[config.mk]
export PLATFORM = sky130hd
export DESIGN_NAME = ex_stage_muldiv
export DESIGN_NICKNAME = d
export VERILOG_FILES = /design/src/rtl/ex_pkg.sv /design/src/rtl/ex_muldiv_iter.sv /design/src/rtl/ex_stage_muldiv.sv
export SDC_FILE = /design/constraint.sdc
export NUM_CORES = 1
export LEC_CHECK = 0
export BUFFER_PORTS_ARGS = -buffer_cell sky130_fd_sc_hd__buf_2
export CAP_MARGIN = 20
export CORE_ASPECT_RATIO = 0.8
export CORE_MARGIN = 3
export CORE_UTILIZATION = 30
export CTS_CLUSTER_DIAMETER = 200
export DETAILED_ROUTE_END_ITERATION = 10
export PLACE_DENSITY = 0.56
export SYNTH_ARGS = -nofsm -noshare
export SYNTH_HDL_FRONTEND = slang
export SYNTH_SLANG_ARGS = --single-unit
[constraint.sdc]
create_clock -name clk -period 0.8 [get_ports clk]
set_input_delay 0.12 -clock clk [delete_from_list [all_inputs] [get_ports clk]]
set_output_delay 0.12 -clock clk [all_outputs]
set_load 0.02 [all_outputs]
[src/rtl/ex_pkg.sv]
// Shared types and constants for the execute stage: ALU op codes, iterative FSM states,
// flag bit positions and default widths.
package ex_pkg;

  localparam int WIDTH_DEF = 32;
  localparam int RA_W_DEF  = 4;

  // Bit positions inside the 4-bit {N,Z,C,V} flag vector.
  localparam int FLAG_N = 3;
  localparam int FLAG_Z = 2;
  localparam int FLAG_C = 1;
  localparam int FLAG_V = 0;

  typedef enum logic [2:0] {
    OP_ADD = 3'b000,
    OP_SUB = 3'b001,
    OP_AND = 3'b010,
    OP_ORR = 3'b011,
    OP_MUL = 3'b100,
    OP_MOD = 3'b101,
    OP_MOV = 3'b110,
    OP_XOR = 3'b111
  } alu_op_e;

  typedef enum logic [1:0] {
    ST_IDLE = 2'b00,
    ST_BUSY = 2'b01,
    ST_DONE = 2'b10
  } ex_state_e;

  function automatic logic is_iter_op(logic [2:0] op);
    return (op == OP_MUL) || (op == OP_MOD);
  endfunction

endpackage

[src/rtl/ex_muldiv_iter.sv]
// Iterative 32-step unit: shift-add multiply (low half of product) and restoring unsigned modulo.
// IDLE -> BUSY for WIDTH iterations -> DONE for one cycle; flush abandons the operation.
module ex_muldiv_iter
  import ex_pkg::*;
#(
  parameter int WIDTH = WIDTH_DEF
) (
  input  logic             clk,
  input  logic             rst_n,
  input  logic             start,
  input  logic             flush,
  input  alu_op_e          op,
  input  logic [WIDTH-1:0] a,
  input  logic [WIDTH-1:0] b,
  output logic             busy,
  output logic             done,
  output logic [WIDTH-1:0] result,
  output logic             divzero
);

  localparam int                CNT_W    = $clog2(WIDTH);
  localparam logic [CNT_W-1:0] CNT_LAST = CNT_W'(WIDTH - 1);

  ex_state_e        state_q, state_d;
  logic [CNT_W-1:0] cnt_q;
  logic             is_mod_q;
  logic [WIDTH-1:0] opa_q, opb_q, acc_q, acc_step;
  logic [WIDTH:0]   rem_shift;

  always_comb begin
    state_d = state_q;
    case (state_q)
      ST_IDLE: if (start) state_d = ST_BUSY;
      ST_BUSY: begin
        if (flush)                  state_d = ST_IDLE;
        else if (cnt_q == CNT_LAST) state_d = ST_DONE;
      end
      ST_DONE: state_d = ST_IDLE;
      default: state_d = ST_IDLE;
    endcase
  end

  // Modulo brings the next dividend bit into the partial remainder; multiply adds the shifted
  // multiplicand.
  always_comb begin
    rem_shift = {acc_q, opa_q[WIDTH-1]};
    if (is_mod_q) begin
      if (rem_shift >= {1'b0, opb_q}) acc_step = WIDTH'(rem_shift - {1'b0, opb_q});
      else                            acc_step = rem_shift[WIDTH-1:0];
    end else begin
      acc_step = acc_q + (opb_q[0] ? opa_q : '0);
    end
  end

  // NOTE: every flop, datapath included, takes the async reset so a reset mid-operation
  // leaves no stale partial result behind.
  always_ff @(negedge clk or negedge rst_n) begin
    if (!rst_n) begin
      state_q  <= ST_IDLE;
      cnt_q    <= '0;
      is_mod_q <= 1'b0;
      opa_q    <= '0;
      opb_q    <= '0;
      acc_q    <= '0;
    end else begin
      state_q <= state_d;
      if (state_q == ST_IDLE && start) begin
        cnt_q    <= '0;
        is_mod_q <= (op == OP_MOD);
        opa_q    <= a;
        opb_q    <= b;
        acc_q    <= '0;
      end else if (state_q == ST_BUSY) begin
        cnt_q <= cnt_q + 1'b1;
        acc_q <= acc_step;
        opa_q <= opa_q << 1;
        if (!is_mod_q) opb_q <= opb_q >> 1;
      end
    end
  end

  assign busy    = (state_q == ST_BUSY);
  assign done    = (state_q == ST_DONE);
  assign result  = acc_q;
  assign divzero = is_mod_q && (opb_q == '0);

endmodule

[src/rtl/ex_stage_muldiv.sv]
// Execute stage: operand select, single-cycle ALU and the registered EX/MEM bundle (falling edge).
// Define EX_MULDIV_EN to build the iterative MUL/MOD unit and its stall; otherwise MUL/MOD return 0.
module ex_stage_muldiv
  import ex_pkg::*;
#(
  parameter int WIDTH = WIDTH_DEF,
  parameter int RA_W  = RA_W_DEF
) (
  input  logic             clk,
  input  logic             rst_n,
  input  logic             RegWriteE,
  input  logic             MemtoRegE,
  input  logic             MemWriteE,
  input  logic             BranchE,
  input  logic             ALUSrcE,
  input  logic [2:0]       ALUControlE,
  input  logic [RA_W-1:0]  WA3E,
  input  logic [WIDTH-1:0] rd1E,
  input  logic [WIDTH-1:0] rd2E,
  input  logic [WIDTH-1:0] ExtImmE,
  input  logic             flush_e,
  output logic             stall_o,
  output logic             RegWriteM,
  output logic             MemtoRegM,
  output logic             MemWriteM,
  output logic             BranchM,
  output logic [RA_W-1:0]  WA3M,
  output logic [WIDTH-1:0] ALUResultM,
  output logic [WIDTH-1:0] WriteDataM,
  output logic [3:0]       FlagsM
);

  logic [WIDTH-1:0] src_b, alu_res, iter_res, result_d, wdata_d;
  logic [WIDTH:0]   sum_ext, diff_ext;
  logic             alu_c, alu_v, iter_v, take_alu, take_iter;
  logic             regwrite_d, memtoreg_d, memwrite_d, branch_d;
  logic [RA_W-1:0]  wa3_d;
  logic [3:0]       flags_d;

  assign src_b    = ALUSrcE ? ExtImmE : rd2E;
  assign sum_ext  = {1'b0, rd1E} + {1'b0, src_b};
  assign diff_ext = {1'b0, rd1E} - {1'b0, src_b};

  always_comb begin
    // NOTE: every always_comb output gets a default first, so no path can infer a latch.
    alu_res = '0;
    alu_c   = 1'b0;
    alu_v   = 1'b0;
    case (ALUControlE)
      OP_ADD: begin
        alu_res = sum_ext[WIDTH-1:0];
        alu_c   = sum_ext[WIDTH];
        alu_v   = (rd1E[WIDTH-1] == src_b[WIDTH-1]) && (alu_res[WIDTH-1] != rd1E[WIDTH-1]);
      end
      OP_SUB: begin
        alu_res = diff_ext[WIDTH-1:0];
        alu_c   = ~diff_ext[WIDTH];  // carry means no borrow
        alu_v   = (rd1E[WIDTH-1] != src_b[WIDTH-1]) && (alu_res[WIDTH-1] != rd1E[WIDTH-1]);
      end
      OP_AND:  alu_res = rd1E & src_b;
      OP_ORR:  alu_res = rd1E | src_b;
      OP_MOV:  alu_res = src_b;
      OP_XOR:  alu_res = rd1E ^ src_b;
      default: ;  // MUL/MOD: result comes from the iterative unit, or is 0 without it
    endcase
  end

`ifdef EX_MULDIV_EN
  logic             it_start, it_busy, it_done, it_divzero;
  logic [WIDTH-1:0] it_result;

  assign it_start = is_iter_op(ALUControlE) && !flush_e && !it_busy && !it_done;
  assign stall_o  = rst_n && !flush_e && (it_start || it_busy);

  ex_muldiv_iter #(.WIDTH(WIDTH)) u_iter (
    .clk     (clk),
    .rst_n   (rst_n),
    .start   (it_start),
    .flush   (flush_e),
    .op      (alu_op_e'(ALUControlE)),
    .a       (rd1E),
    .b       (src_b),
    .busy    (it_busy),
    .done    (it_done),
    .result  (it_result),
    .divzero (it_divzero)
  );

  // The held instruction's control rides along with the result in the DONE cycle.
  assign take_iter = it_done && !flush_e;
  assign take_alu  = !flush_e && !it_start && !it_busy && !it_done;
  assign iter_res  = it_result;
  assign iter_v    = it_divzero;
`else
  assign stall_o   = 1'b0;
  assign take_iter = 1'b0;
  assign take_alu  = !flush_e;
  assign iter_res  = '0;
  assign iter_v    = 1'b0;
`endif

  always_comb begin
    regwrite_d = 1'b0;
    memtoreg_d = 1'b0;
    memwrite_d = 1'b0;
    branch_d   = 1'b0;
    wa3_d      = '0;
    result_d   = '0;
    wdata_d    = '0;
    flags_d    = '0;
    if (take_alu || take_iter) begin
      regwrite_d      = RegWriteE;
      memtoreg_d      = MemtoRegE;
      memwrite_d      = MemWriteE;
      branch_d        = BranchE;
      wa3_d           = WA3E;
      wdata_d         = rd2E;
      result_d        = take_iter ? iter_res : alu_res;
      flags_d[FLAG_N] = result_d[WIDTH-1];
      flags_d[FLAG_Z] = (result_d == '0);
      flags_d[FLAG_C] = take_iter ? 1'b0 : alu_c;
      flags_d[FLAG_V] = take_iter ? iter_v : alu_v;
    end
  end

  // NOTE: state registers use non-blocking assignments so every flop samples pre-edge values.
  always_ff @(negedge clk or negedge rst_n) begin
    if (!rst_n) begin
      RegWriteM  <= 1'b0;
      MemtoRegM  <= 1'b0;
      MemWriteM  <= 1'b0;
      BranchM    <= 1'b0;
      WA3M       <= '0;
      ALUResultM <= '0;
      WriteDataM <= '0;
      FlagsM     <= '0;
    end else begin
      RegWriteM  <= regwrite_d;
      MemtoRegM  <= memtoreg_d;
      MemWriteM  <= memwrite_d;
      BranchM    <= branch_d;
      WA3M       <= wa3_d;
      ALUResultM <= result_d;
      WriteDataM <= wdata_d;
      FlagsM     <= flags_d;
    end
  end

endmodule

==> summary.txt <==
Clocking
  • Root Buffer: clkbuf_16
  • CTS Buf Count: 9
  • H-tree levels: 3
  • CTS clk-pin slew, worst paths: around 0.06 ns
  • CTS tree: done
  • Clock sink count: 75
  • CTS Buffer Depth: 2

Yosys
  • FFs w/ async S/R, synth: 1.00
  • Ys Warns: 0
  • Area leader, netlist: dfrtn_1
  • Number of flops mapped to enable cells by yosys: 0
  • Register area share after synthesis: 0.208
  • Synth Net Count: 1348
  • Syn Inst Count: ~1.1k
  • Share of the synthesized area in the top cell type: 0.208
  • Synth area leaders: dfrtn_1 21%, ha_1 16%, nor2b_1 4.9%
  • Synthesized area per cell: 8.07 µm²
  • Synthesized flop and latch total: 75
  • Commonest cells post-synth: 117 x ha_1, 104 x inv_1, 78 x a21oi_1
  • Ys flop type: dfrtn_1
  • Most frequent cell after synthesis: ha_1
  • Mapped Area: 9020 µm²
  • Number of distinct library cells after synthesis: 82

Pwr
  • Sw Pwr: about 9300 µW
  • Reg power frac: 0.182
  • Peak VDD IR: 0.00116 V
  • Sw frac: 0.400
  • Combinational power share: 0.606
  • P_leak: 0.00805 µW
  • Power Internal: 14000 µW
  • Power Density: 1340 nW/µm²
  • Clock power frac: 0.212

Global routing
  • GRT Overall Usage: 0.264
  • Largest net degree at the start of global routing: 36
  • Gr ovfl total: 0
  • Initial antenna violation count: 0
  • First-pass GRT wire length: 65.2 mm
  • Vias in the first global route: 11.2k

Finish
  • Area Growth Syn to Fin: 92.1%
  • ANT cells: 0
  • Fin nets: approximately 2.0k
  • Sequential cell area: between 1500 and 2000 µm²
  • Design area: 17300 µm²
  • Post-route insts no fill: 2147
  • Share of cells above drive strength 1: 0.567
  • Multi-input gate area: roughly 8500 µm²
  • Fill count: ~2.5k

Route
  • Number of vias per cell: 5.26
  • Routed Antenna Nets: 0
  • Initial DRC Count: approximately 880
  • First-pass DRT Iterations: 6
  • DRC Markers: 0
  • Final WL: 45.0 mm
  • Routed len/inst: about 21 µm
  • Via Count: about 11k

Critical path
  • Crit path DAT: 3.54 ns
  • Critical path type: input pin to flip-flop
  • Worst-path fanout max: 5
  • Startpoint types: input pin
  • Critical Path End Type: flip-flop
  • WP data required: roughly 0.8 ns

Placed design
  • Placed cell area: about 14000 µm²
  • Routability cong.: 0.988
  • Placed cells: 2060
  • Port buffer count: about 190
  • DP Wirelength: 32.8 mm

Status
  • Status: finished with violations
  • Failing checks: negative setup slack

Timing
  • RSZ-0062 raised after global routing: true
  • Setup ws final: -2.75 ns
  • Final setup vio count: between 100 and 150
  • Max Slew Vio Count: 0
  • Slew headroom: 0.581
  • Worst slew pin tran: slightly above 0.6 ns
  • Final Hold Viols: 0

Die
  • Die Area: 32200 µm²
  • Horiz. Die Dim: 200 µm
  • Row count: 56
  • Top-Level Pins: around 190
  • Starting Density: 0.306
  • Core area: ~29000 µm²
  • Chip Height: between 150 and 200 µm

Worst hold path
  • Hold Path Class: input pin to async pin

Job
  • Max-Cap Viols: 0
==> path summary, 6_finish.rpt <==
path / from / to / cells past startpoint
setup / recovery: ALUSrcE / FlagsM[2] / 16
hold / removal: rst_n / ALUResultM[6] / 2
max in group asynchronous: rst_n / ALUResultM[23] / 2
min in group clk: rd2E[8] / WriteDataM[8] / 2
==> worst max-delay path, stage by stage <==
cell      delay, ns
buf_12         0.12
buf_8          0.13
mux2_4         0.32
inv_4          0.08
ha_4           0.21
buf_6          0.11
or3_4          0.40
or2_4          0.24
o221a_4        0.25
a211oi_4       0.20
xor2_1         0.10
a221o_1        0.36
nor4_2         0.33
and4_4         0.30
nand4_1        0.13
nor3_2         0.12
==> logic make-up (layout without fill, tap and decap cells) <==
kind of cell | after synthesis | count (layout) | synth area share
multiplexers | 49 | 49 | 0.0704
XOR/XNOR | 23 | 23 | 0.0223
buffers and inverters | 177 | 800 | 0.0772
other | 1 | 1 | 0.000416
flip-flops | 75 | 75 | 0.208
AND/OR/NAND/NOR | 348 | 348 | 0.203
adder cells (fa/ha/maj) | 119 | 119 | 0.167
AO/OA/AOI/OAI | 326 | 326 | 0.252
==> area by class of cell <==
| cell class | count | area share |
|---|---|---|
| inverters | 105 | 0.0232 |
| multi-input cells | 866 | 0.488 |
| clock inverters | 7 | 0.00578 |
| flip-flops and latches | 75 | 0.108 |
| well taps | 406 | 0.0293 |
| repair buffers | 679 | 0.332 |
| clock buffers | 9 | 0.0130 |
==> per-stage QoR <==
step	setup WS [ns]	power (µW)	TNS [ns]	hold WS, ns	utilization
2_1_floorplan	-2.85	9510	-97.76	0.116	-
4_1_cts	-2.73	21800	-123.73	0.0224	0.553
5_1_grt	-2.90	24300	-128.81	0.0348	0.588
6_report	-2.75	23300	-124.59	0.0171	0.588
3_3_place_gp	-3.55	14700	-152.64	0.411	0.471
3_5_place_dp	-3.55	14800	-154.34	0.414	0.471
==> power by group through the flow <==
stage	Sequential, µW	Clock [µW]	Combinational (µW)
after global placement	4220	0	10500
after floorplan	4580	0	4930
after detailed placement	4220	0	10600
after CTS	4220	4980	12600
after global routing	4250	5140	14900
final	4230	4940	14100
==> repair_timing <==
item / CTS / global route
setup buffers: 45 / 31
pin swaps: 93 / 104
hold buffers: 0 / 0
endpoints found under the setup margin: 151 / 121
gates resized for setup: 381 / 160
cloned: 4 / 4
==> metal layers <==
layer | global-route usage | vias up | wire, µm
li1 | - | 5247 | -
met1 | 0.376 | 5497 | 20400
met2 | 0.404 | 478 | 19800
met3 | 0.0599 | 74 | 3730
met4 | 0.0663 | 0 | 1200
met5 | 0 | - | 0
==> flip-flops by register name (all words and copies together) (netlist names) <==
register / flops
MemtoRegM: 1
FlagsM: 3
MemWriteM: 1
WriteDataM: 32
BranchM: 1
RegWriteM: 1
ALUResultM: 32
WA3M: 4
==> cells in the final DEF (no fill, tap or decap), types with 18 or more instances in the layout <==
cell type  netlist  layout
buf_4            2     401
buf_6            1     143
buf_2           14     107
inv_1          104      95
ha_1           117      82
dfrtn_1         75      75
nor2b_1         70      61
nor2_1          75      59
nand2_1         61      56
a21oi_1         78      41
a21oi_2          1      28
o21ai_0         48      28
ha_4             0      27
mux2i_4          0      20
nor3_1          29      20
buf_12           0      18
(Power assumes the default switching activity.)
